--- src/rtl/dma_ctrl.sv ---
// dma_ctrl: bus-master DMA between the RS232 RX FIFO / transmitter and the data RAM.
// Latency: a grant is sampled in REQ; the first bus cycle follows on the next clock. All outputs are registered.
// Backpressure: waits in REQ for DMA_ACK, and holds the bus in TX_SEND until TX_RDY.
//
// Ports:
//   Clk, Rst          clock, synchronous active-high reset
//   RCVD_Data, RX_Empty, Data_Read   show-ahead RX FIFO head byte, empty flag, pop strobe
//   TX_Data, Valid_D, TX_RDY         byte, strobe and ready towards the transmitter
//   Send_comm         CPU pulse asking for the transmit buffer to be sent
//   DMA_RQ, DMA_ACK, READY           bus request/grant with the CPU, idle indication
//   Address, DataOut, DataIn, Cs, Wen, Oen   RAM bus (outputs are 0 when no cycle is issued)
module dma_ctrl #(
  parameter logic [7:0]  RX_BASE   = 8'h00,
  parameter int unsigned RX_LEN    = 3,
  parameter logic [7:0]  FLAG_ADDR = 8'h03,
  parameter logic [7:0]  FLAG_VAL  = 8'hFF,
  parameter logic [7:0]  TX_BASE   = 8'h04,
  parameter int unsigned TX_LEN    = 2
) (
  input  logic       Clk,
  input  logic       Rst,
  input  logic [7:0] RCVD_Data,
  input  logic       RX_Empty,
  output logic       Data_Read,
  input  logic       TX_RDY,
  output logic [7:0] TX_Data,
  output logic       Valid_D,
  input  logic       Send_comm,
  output logic       DMA_RQ,
  input  logic       DMA_ACK,
  output logic       READY,
  output logic [7:0] Address,
  output logic [7:0] DataOut,
  input  logic [7:0] DataIn,
  output logic       Cs,
  output logic       Wen,
  output logic       Oen
);

  localparam logic [7:0] RX_LAST = 8'(RX_LEN - 1);
  localparam logic [7:0] TX_LAST = 8'(TX_LEN - 1);

  typedef enum logic [2:0] {
    S_IDLE,
    S_REQ,
    S_RX_WR,
    S_RX_FLAG,
    S_TX_RD,
    S_TX_CAP,
    S_TX_SEND,
    S_REL
  } state_t;

  state_t     state_q, state_d;
  logic [7:0] rx_ptr_q, rx_ptr_d;
  logic [7:0] tx_idx_q, tx_idx_d;
  logic       tx_pend_q, tx_pend_d;
  logic [7:0] tx_byte_q, tx_byte_d;
  logic [7:0] tx_data_q, tx_data_d;
  logic       vld_q, vld_d;
  logic       data_read_q, data_read_d;
  logic       dma_rq_q, dma_rq_d;
  logic       ready_q, ready_d;
  logic [7:0] addr_q, addr_d;
  logic [7:0] dout_q, dout_d;
  logic       cs_q, cs_d;
  logic       wen_q, wen_d;
  logic       oen_q, oen_d;

  // Outputs are decoded from the next state so that every strobe is a flop
  // and is valid for exactly the cycle the FSM spends in the issuing state.
  always_comb begin
    state_d     = state_q;
    rx_ptr_d    = rx_ptr_q;
    tx_idx_d    = tx_idx_q;
    tx_pend_d   = tx_pend_q | Send_comm;
    tx_byte_d   = tx_byte_q;
    tx_data_d   = tx_data_q;
    vld_d       = 1'b0;
    data_read_d = 1'b0;
    cs_d        = 1'b0;
    wen_d       = 1'b0;
    oen_d       = 1'b0;
    addr_d      = 8'h00;
    dout_d      = 8'h00;

    unique case (state_q)
      S_IDLE: begin
        if (tx_pend_q || Send_comm || !RX_Empty) state_d = S_REQ;
      end
      S_REQ: begin
        if (DMA_ACK) begin
          // A Send_comm pulse landing on the grant cycle is honoured directly,
          // so transmit still wins over a waiting RX byte.
          if (tx_pend_q || Send_comm) begin
            state_d   = S_TX_RD;
            tx_pend_d = 1'b0;
            tx_idx_d  = 8'h00;
            cs_d      = 1'b1;
            oen_d     = 1'b1;
            addr_d    = TX_BASE;
          end else if (!RX_Empty) begin
            state_d     = S_RX_WR;
            cs_d        = 1'b1;
            wen_d       = 1'b1;
            data_read_d = 1'b1;
            addr_d      = RX_BASE + rx_ptr_q;
            dout_d      = RCVD_Data;
          end else begin
            state_d = S_REL;
          end
        end
      end
      S_RX_WR: begin
        if (rx_ptr_q == RX_LAST) begin
          rx_ptr_d = 8'h00;
          state_d  = S_RX_FLAG;
          cs_d     = 1'b1;
          wen_d    = 1'b1;
          addr_d   = FLAG_ADDR;
          dout_d   = FLAG_VAL;
        end else begin
          rx_ptr_d = rx_ptr_q + 8'd1;
          state_d  = S_REL;
        end
      end
      S_RX_FLAG: state_d = S_REL;
      S_TX_RD:   state_d = S_TX_CAP;
      S_TX_CAP: begin
        // RAM read data is valid in the cycle after Cs/Oen.
        tx_byte_d = DataIn;
        state_d   = S_TX_SEND;
      end
      S_TX_SEND: begin
        if (TX_RDY) begin
          vld_d     = 1'b1;
          tx_data_d = tx_byte_q;
          if (tx_idx_q == TX_LAST) begin
            state_d = S_REL;
          end else begin
            tx_idx_d = tx_idx_q + 8'd1;
            state_d  = S_TX_RD;
            cs_d     = 1'b1;
            oen_d    = 1'b1;
            addr_d   = TX_BASE + tx_idx_d;
          end
        end
      end
      S_REL:   state_d = S_IDLE;
      default: state_d = S_IDLE;
    endcase

    dma_rq_d = (state_d != S_IDLE) && (state_d != S_REL);
    ready_d  = (state_d == S_IDLE);
  end

  always_ff @(posedge Clk) begin
    if (Rst) begin
      state_q     <= S_IDLE;
      rx_ptr_q    <= 8'h00;
      tx_idx_q    <= 8'h00;
      tx_pend_q   <= 1'b0;
      tx_byte_q   <= 8'h00;
      tx_data_q   <= 8'h00;
      vld_q       <= 1'b0;
      data_read_q <= 1'b0;
      dma_rq_q    <= 1'b0;
      ready_q     <= 1'b1;
      addr_q      <= 8'h00;
      dout_q      <= 8'h00;
      cs_q        <= 1'b0;
      wen_q       <= 1'b0;
      oen_q       <= 1'b0;
    end else begin
      state_q     <= state_d;
      rx_ptr_q    <= rx_ptr_d;
      tx_idx_q    <= tx_idx_d;
      tx_pend_q   <= tx_pend_d;
      tx_byte_q   <= tx_byte_d;
      tx_data_q   <= tx_data_d;
      vld_q       <= vld_d;
      data_read_q <= data_read_d;
      dma_rq_q    <= dma_rq_d;
      ready_q     <= ready_d;
      addr_q      <= addr_d;
      dout_q      <= dout_d;
      cs_q        <= cs_d;
      wen_q       <= wen_d;
      oen_q       <= oen_d;
    end
  end

  assign Data_Read = data_read_q;
  assign TX_Data   = tx_data_q;
  assign Valid_D   = vld_q;
  assign DMA_RQ    = dma_rq_q;
  assign READY     = ready_q;
  assign Address   = addr_q;
  assign DataOut   = dout_q;
  assign Cs        = cs_q;
  assign Wen       = wen_q;
  assign Oen       = oen_q;

endmodule

--- config.mk ---
export PLATFORM = sky130hd
export DESIGN_NAME = dma_ctrl
export DESIGN_NICKNAME = d
export VERILOG_FILES = /design/src/rtl/dma_ctrl.sv
export SDC_FILE = /design/constraint.sdc
export NUM_CORES = 1
export LEC_CHECK = 0
export ABC_CLOCK_PERIOD_IN_PS = 2200
export BUFFER_PORTS_ARGS = -buffer_cell sky130_fd_sc_hd__buf_2
export CAP_MARGIN = 20
export CORE_ASPECT_RATIO = 0.6
export CORE_UTILIZATION = 25
export DETAILED_ROUTE_END_ITERATION = 8
export SLEW_MARGIN = 5
export SYNTH_ARGS = -nofsm -noshare
export SYNTH_HDL_FRONTEND = slang
export SYNTH_SLANG_ARGS = --single-unit
--- constraint.sdc ---
create_clock -name Clk -period 2.2 [get_ports Clk]
set_input_delay 0.33 -clock Clk [delete_from_list [all_inputs] [get_ports Clk]]
set_output_delay 0.33 -clock Clk [all_outputs]
set_load 0.1 [all_outputs]
; ---- Word level (Yosys, flattened, before mapping)
; Index checks and enable logic that the tools add are counted.
[word_totals]
reg_bits = 59
input_bits = 22
output_inout_bits = 31
[classes]
addsub = 3
n_mux = 43
reduce_logical = 12
bitwise = 3
n_eq_ne = 14
[op_table]
columns = operator, count
row1 = two-way mux 8 bit, 14
row2 = case mux 8 bit (2 select lines), 2
row3 = case mux 3 bit (8 select lines), 1
row4 = case mux 8 bit (3 select lines), 1
row5 = two-way mux 3 bit, 6
row6 = adder 8 x 1 -> 8 bit (second input constant), 2
row7 = two-way mux 1 bit, 14
row8 = equality test 3 bit (second input constant), 4
row9 = adder 3 x 8 -> 8 bit (first input constant), 1
row10 = equality test 8 x 1 -> 1 bit (second input constant), 1
row11 = equality test 8 x 2 -> 1 bit (second input constant), 1
row12 = != test 2 bit (second input constant), 4
row13 = equality test 3 x 2 -> 1 bit (second input constant), 2
row14 = zero test 3 bit, 2
row15 = AND reduction 5 bit, 1
row16 = two-way mux 2 bit, 2
row17 = case mux 1 bit (2 select lines), 2
row18 = OR reduction 2 bit, 2
row19 = equality test 3 x 1 -> 1 bit (second input constant), 1
row20 = != test 3 bit (second input constant), 1
row21 = case mux 1 bit (3 select lines), 1
row22 = nonzero test 3 bit, 1
row23 = logical OR 1 bit, 2
row24 = inverter 1 bit, 2
row25 = other kinds (5), 5

; ---- Longest topological paths before layout
; Gate-level depths: netlist of run 1.
[logic_depth]
word_depth = 6
depth_mapped = 9
ltp_nobuf = 7

; ---- Worst setup path before layout of run 1
; OpenSTA, ideal clock, no wires.
[synth_path]
path_kind = reg-to-reg
from = reg rx_ptr_q[1]
to = reg dma_rq_q, in the netlist DMA_RQ
setup_slack_ns = 0.439
required_ns = 2.062
path_stages_with_launch = 7
path_buffers = 0
arrival_ns = 1.623
path_cell_list = dfxtp_1 -> ha_1 -> or4b_4 -> nor4_4 -> o221ai_2 -> nor3_1 -> a311oi_1
[synth_via]
elab_chain_len = 5
elab_cells_between_ends = 6
classes_between = eq/ne: 2 / mux: 2 / reduce/logical: 2
[synth_rtl]
columns = item, line
row1 = start: declaration, 55  ; logic [7:0] rx_ptr_q, rx_ptr_d;
row2 = start signal: assignment, 176  ; rx_ptr_q <= rx_ptr_d;
row3 = equality test 8 x 2 -> 1 bit *, 115  ; if (rx_ptr_q == RX_LAST) begin
row4 = two-way mux 3 bit *, 115
row5 = case mux 3 bit (8 select lines) *, 87  ; unique case (state_q)
row6 = != test 3 bit or nonzero test 3 bit (tied branches), 153  ; dma_rq_d = (state_d != S_IDLE) && (state_d != S_REL);
row7 = logical AND 1 bit *, 153
row8 = end signal: assignment, 183  ; dma_rq_q <= dma_rq_d;
row9 = end: declaration, 62  ; logic dma_rq_q, dma_rq_d;
; Every way passes the cells marked *; elsewhere a longest branch is shown, timed or not.
; A chain may end at the register's enable or synchronous reset.

; ---- Worst setup path after layout of run 1
; Ends and elaborated chain as after synthesis.

==> metrics.md, run 1 <==
| Metric | Value |
|---|---|
| Post-CTS setup buffer count | 0 |
| Tot Pwr | 2.99 mW |
| Clock skew | 0.00408 ns |
| Start of the worst register-to-register path | rx_ptr_q[1]$_SDFFE_PP0N_ |
| # setup viols final | 0 |
| Crit path launch type | flop |
| Clock transition at the registers of the reported paths | 0.06 ns |
| Final ANT Viol Nets | 0 |
| Pins Over Slew Limit | 0 |
| Required @ worst endpoint | 2.39 ns |
| Die Wd | 135 um |
| Max Cap Viol | 0 |
| I/O pins | 53 |
| RSZ-0062 raised after global routing | true |
| Diodes inserted | 0 |
| Cells after synthesis | 307 |
| CTS buffer count | 9 |
| Slew Limit Headroom | 53.6% |
| Yosys reg bits | 59 |
| Num Clock Sinks | 59 |
| Iteration-0 DRC Markers | 166 |
| Area of the multi-input gates | 1350 um2 |
| DRC viols | 0 |
| Min Clock Period, post-route | 2.02 ns |
| Gr ovfl total | 0 |
| Pwr dens | 878 nW/um2 |
| Hold Crit Start | DataIn[6] |
| First drt pass iteration count | 4 |
| WHS | 0.238 ns |
| Wirelength, routed | 7.26 mm |
| Routed vias | 2412 |
| Crit path launch | rx_ptr_q[1]$_SDFFE_PP0N_ |
| LEAKAGE | 1.42 nW |
| Layout cells sized above 1 | 24.5% |
| DR WL/cell | 14.5 um |
| Hold Path Class | in2reg |
| TritonCTS clock tree | yes |
| Core ar. | 10100 um2 |
| Final TNS setup | 0 ns |
| Top achievable clock speed | 0.496 GHz |
| IO Port Bufs | 52 |
| Post-detail-place hpwl | 5.33 mm |
| Synthesized area per cell | 8.61 um2 |
| Top FF cell, synth | dfxtp_1 |
| Reg area | 1180 um2 |
| Vias per cell | 4.80 |
| Layout net count | 389 |
| Total GRT Usage | 14.4% |
| Post-synth EDFFs | 0 |
| Fin crit share | 91.7% |
| Vias in the first global route | 2273 |
| Largest net degree at the start of global routing | 50 |
| Post-synth design cell area | 2640 um2 |
| Root Driver | clkbuf_16 |
| Rows | 28 |
| Async set-or-reset flop fraction in the synthesized netlist | 0% |
| Global-route wire length before repair | 11.8 mm |
| Filler cells | 1047 |
| VDD IR max | 0.389 mV |
| Status | complete, no violations |
| CP Max Fanout | 7 |
| Critical path class | reg2reg |
| Initial antenna violation count | 0 |
| Sequential share of the synthesized area | 44.7% |
| Effective utilization at floorplan | 26.3% |
| Post-synthesis cell type count | 55 |
| Endpoint type of the worst setup path | flop |
| Crit path DAT | 2.21 ns |
| Area grow syn2layout | 28.7% |
| YS warnings | 0 |
| Final Hold Viols | 0 |
| Routability cong. | 0.797 |
| Syn nets | 334 |
| Clock Tree Buf Depth | 2 |
| Die ar. | 11000 um2 |
| # H-tree levels | 3 |
| Least-Margin Pin Slew | 0.696 ns |
| Skew-Pair Late Insertion Delay | 0.33 ns |
| Chip Height | 81.6 um |
## registers in the layout, summed over array words and instances, names as in the netlist
signal and count:
Address 8, Valid_D 1, Cs 1, DataOut 8, Data_Read 1, TX_Data 8, rx_ptr_q 8, tx_pend_q 1
state_q 3, Wen 1, tx_byte_q 8, Oen 1, READY 1, tx_idx_q 8, DMA_RQ 1
## through the flow
| step | instance area [um2] | cells | setup WS (ns) | util (%) |
|---|---|---|---|---|
| after floorplan | 2640 | 307 | 0.439 | - |
| after global placement | 3100 | 486 | 0.209 | 30.8 |
| after detailed placement | 3100 | 486 | 0.138 | 30.8 |
| after CTS | 3400 | 502 | 0.127 | 33.8 |
| after global routing | 3400 | 502 | -0.00335 | 33.8 |
| final | 3400 | 502 | 0.183 | 33.8 |
## repair_timing
item,4_1_cts,5_1_grt
resized for setup,0,1
endpoints found under the setup margin,0,12
hold buffers,0,0
## worst max-delay path, cell delays in order (launching register included)
cell	delay, ns
dfxtp_1	0.44
ha_1	0.19
or4b_4	0.47
nor4_4	0.32
o221ai_2	0.17
nor3_1	0.22
a311oi_1	0.08
## synthesized netlist by cell type, drive strengths merged (3+ instances only)
master  count  area [um2]
and2        3        18.8
nor4        4        40.0
nor3b       3        22.5
xnor2       6        52.6
nand2      43         161
xor2        7        61.3
nand3       7        40.0
inv         6        22.5
nor2       28         105
ha          5        62.6
clkbuf      8        30.0
nor3       14        70.1
a22oi       3        22.5
buf        12        61.3
dfxtp      59        1180
a21oi      33         165
mux2i       8        80.1
and3        4        25.0
nor2b       4        25.0
a31oi       5        31.3
nand4b      3        26.3
nand2b      4        25.0
o21ai       7        35.0
## worst paths after layout
path,slack (ns),cells past startpoint,endpoint
hold reg to reg,0.45,2,TX_Data[7]$_SDFFE_PP0P_
hold / removal,0.24,3,tx_byte_q[6]$_SDFFE_PP0N_
setup / recovery,0.18,6,DMA_RQ$_SDFF_PP0_
setup reg to reg,0.18,6,DMA_RQ$_SDFF_PP0_
## final cells by class
cell class | count | share of cell area (%)
Clock buffer | 9 | 6.62
Clock inverter | 7 | 2.28
Inverter | 6 | 0.662
Multi-Input combinational cell | 222 | 39.7
Sequential cell | 59 | 34.7
Tap cell | 135 | 4.97
Timing Repair Buffer | 64 | 11.0
## kinds of logic (layout without fill, tap and decap cells)
| group | count (synthesis) | count (layout) | share of synthesized area [%] |
|---|---|---|---|
| AND/OR/NAND/NOR | 127 | 127 | 24.5 |
| AO/OA/AOI/OAI | 69 | 69 | 16.8 |
| flip-flops | 59 | 59 | 44.7 |
| buffers and inverters | 26 | 86 | 4.31 |
| XOR/XNOR | 13 | 13 | 4.31 |
| multiplexers | 8 | 8 | 3.03 |
| adder cells (fa/ha/maj) | 5 | 5 | 2.37 |
## layout by cell type, fill, tap and decap left out, types with 2 or more instances in the layout
cell       instances
dfxtp_1           59
buf_2             52
nand2_1           42
a21oi_1           33
nor2_1            28
nor3_1            14
buf_4             10
clkbuf_16          9
mux2i_1            8
xor2_1             7
o21ai_0            7
inv_1              6
nand3_1            6
xnor2_1            6
a31oi_1            5
ha_1               5
nor2b_1            4
and3_1             4
nand2b_1           4
nand4b_1           3
nor3b_1            3
and2_1             3
nor4_1             3
a22oi_1            3
clkinv_4           3
o21a_1             2
a21boi_0           2
or3_1              2
buf_12             2
## metal layers
metal	global-route usage, %	wire (um)	vias to the layer above
met5	0	0	-
met4	4.61	76	0
met3	6.36	747	8
met2	18.5	2690	94
met1	20.7	3740	1124
li1	-	-	1186
## power by group
| group | leakage [nW] | total, mW | internal, mW | switching (mW) |
|---|---|---|---|---|
| combinational | 0.801 | 0.446 | 0.147 | 0.299 |
| clock | 0.146 | 1.40 | 0.882 | 0.514 |
| sequential | 0.477 | 1.14 | 1.11 | 0.0301 |
| total | 1.42 | 2.99 | 2.14 | 0.843 |
Power figures use the tool's default switching activity.
==> run 2, diff against run 1 <==
REMOVE_ABC_BUFFERS = 1   (was unset)
==> run 2 against run 1 <==
Global-route usage down 1.0 points; critical path depth unchanged; clock-buffer cell count up 1; clock skew up 0.0035 ns; largest power group unchanged.
==> metrics.md, run 2 (same netlist as run 1, synthesis figures left out) <==
| Metric | Value |
|---|---|
| Endpoint type of the worst setup path | flop |
| Min Clock Period, post-route | 2.19 ns (+0.171 ns) |
| Routability cong. | 0.919 (+15%) |
| Final TNS setup | 0 ns (unchanged) |
| Max Cap Viol | 0 (unchanged) |
| Post-detail-place hpwl | 5.14 mm (-3.7%) |
| Iteration-0 DRC Markers | 184 (+11%) |
| Hold Crit Endpoint | tx_byte_q[5]$_SDFFE_PP0N_ |
| Die ar. | 11000 um2 (unchanged) |
| Commonest non-fill, non-tap cell in the layout | dfxtp_1 |
| Required @ worst endpoint | 2.38 ns (about the same) |
| Hold Path Depth | 3 (unchanged) |
| Pwr dens | 835 nW/um2 (-4.9%) |
| Gr ovfl total | 0 (unchanged) |
| # setup viols final | 0 (unchanged) |
| TritonCTS clock tree | yes |
| Largest net degree at the start of global routing | 50 (unchanged) |
| CTS buffer count | 9 (unchanged) |
| Final Hold Viols | 0 (unchanged) |
| First drt pass iteration count | 4 (unchanged) |
| Vias per cell | 4.75 (-1.1%) |
| Clock transition at the registers of the reported paths | 0.05 ns (about the same) |
| Rows | 28 (unchanged) |
| WHS | 0.229 ns (-0.00898 ns) |
| DR WL/cell | 14.1 um (-2.7%) |
| Routed vias | 2396 (-0.66%) |
| VDD IR max | 0.361 mV (-7.1%) |
| Slew Limit Headroom | 60.2% (+6.6 points) |
| Skew-Pair Late Insertion Delay | 0.33 ns (about the same) |
| # H-tree levels | 3 (unchanged) |
| Num Clock Sinks | 59 (unchanged) |
| Vias in the first global route | 2126 (-6.5%) |
| Total GRT Usage | 13.3% (-1.0 points) |
| Layout net count | 392 (+0.77%) |
| Critical path class | reg2reg |
| Worst path slowest cell | or4b_4 |
| IO Port Bufs | 52 (unchanged) |
| Die Wd | 135 um (unchanged) |
| Least-Margin Pin Slew | 0.596 ns (-0.101 ns) |
| LEAKAGE | 1.42 nW (-0.38%) |
| Pins Over Slew Limit | 0 (unchanged) |
| Clock Tree Buf Depth | 2 (unchanged) |
| Status | complete, no violations |
| Hold Crit Start | DataIn[5] |
| Fin crit share | 99.5% (+7.8 points) |
| Worst Slack Setup Final | 0.0120 ns (-0.171 ns) |
| Chip Height | 81.6 um (unchanged) |
| Reg-to-Reg End | DMA_RQ$_SDFF_PP0_ |
| Worst R2R Setup Slack | 0.01 ns (-0.17 ns) |
| Final ANT Viol Nets | 0 (unchanged) |
| Area grow syn2layout | 28.5% |
| Register-to-Register Path Depth | 6 (unchanged) |
| Pre-CTS setup slack | -0.0111 ns (-0.149 ns) |
| DRC viols | 0 (unchanged) |
| Core ar. | 10100 um2 (unchanged) |
| CP Max Fanout | 7 (unchanged) |
| Diodes inserted | 0 (unchanged) |
| Wirelength, routed | 7.09 mm (-2.3%) |
| Clock skew | 0.00761 ns (+0.00353 ns) |
| Effective utilization at floorplan | 26.3% (unchanged) |
| Crit path launch type | flop |
| Critical path, cell by cell | ha_2 > or4b_4 > nor4_4 > o221ai_2 > nor3_2 > a311oi_1 |
| Global-route wire length before repair | 10.9 mm (-8.1%) |
| Most frequent cells in the layout | dfxtp_1 (57), buf_2 (52), nand2_1 (42) |
| Start of the worst register-to-register path | rx_ptr_q[1]$_SDFFE_PP0N_ |
| I/O pins | 53 (unchanged) |
| Crit path largest cell delay | 0.47 ns (about the same) |
| Layout cells sized above 1 | 26.3% (+1.8 points) |
| Hold Path Class | in2reg |
| Root Driver | clkbuf_16 |
| Initial antenna violation count | 0 (unchanged) |
| Crit path DAT | 2.37 ns (+0.16 ns) |
| Top achievable clock speed | 0.457 GHz (-7.8%) |
-- run 2: cell count changes in the layout (fill, tap and decap cells not counted), sizes merged --
cell      before  now
buf           64   67
bufinv         1    0
clkbuf         9   10
clkinv         4    3
clkinvlp       1    2
inv            7    6
-- run 2: how the worst max path moves through the flow --
stage,startpoint,end,slack (ns),cells after the start
finish,rx_ptr_q[1]$_SDFFE_PP0N_,DMA_RQ$_SDFF_PP0_,0.01,6
global route,rx_ptr_q[0]$_SDFFE_PP0N_,DMA_RQ$_SDFF_PP0_,-0.05,7
CTS,rx_ptr_q[1]$_SDFFE_PP0N_,DMA_RQ$_SDFF_PP0_,-0.02,6
detailed placement,rx_ptr_q[1]$_SDFFE_PP0N_,Cs$_SDFF_PP0_,-0.01,5
global placement,rx_ptr_q[1]$_SDFFE_PP0N_,Cs$_SDFF_PP0_,-0.005,5
floorplan,rx_ptr_q[1]$_SDFFE_PP0N_,Cs$_SDFF_PP0_,0.42,5
-- run 2: final cells by class --
type	count	area, um2
inverters	6	22.5
clock inverters	5	30.0
flip-flops and latches	59	1190
multi-input cells	222	1360
repair buffers	67	385
clock buffers	10	239
well taps	135	169
fillers	1021	6660
-- run 2: what timing repair did --
| action | in CTS | in global routing |
|---|---|---|
| endpoints found under the setup margin | 1 | 12 |
| gates resized for setup | 1 | 6 |
| pin swaps | 0 | 4 |
| buffers inserted | 0 | 3 |
| hold buffers | 0 | 0 |
-- run 2: layer usage --
metal / track usage, % / up-vias / part of all wire, %
li1: - / 1191 / -
met1: 19.1 / 1102 / 52
met2: 18.0 / 93 / 38
met3: 5.56 / 10 / 8.3
met4: 3.37 / 0 / 0.99
met5: 0 / - / 0
-- run 2: worst max-delay path, delay by kind of cell (launching register included) --
kind | cells | cell delay, ns
flops | 1 | 0.42
fa+ha+maj | 1 | 0.22
compound gates | 2 | 0.30
simple gates | 3 | 1.11
-- run 2: power by group --
part / leakage (nW) / internal [mW] / switching, mW
combinational: 0.810 / 0.140 / 0.285
clock: 0.130 / 0.777 / 0.472
sequential: 0.479 / 1.12 / 0.0462
total: 1.42 / 2.03 / 0.804
-- run 2: through the flow --
step           cells  util (%)  cell area (um2)  total power, mW
6_report         504      33.8             3400             2.84
5_1_grt          504      33.8             3400             2.95
4_1_cts          501      33.4             3350             2.85
3_5_place_dp     486      30.7             3080             1.60
3_3_place_gp     486      30.7             3080             1.59
2_1_floorplan    287         -             2550             1.46
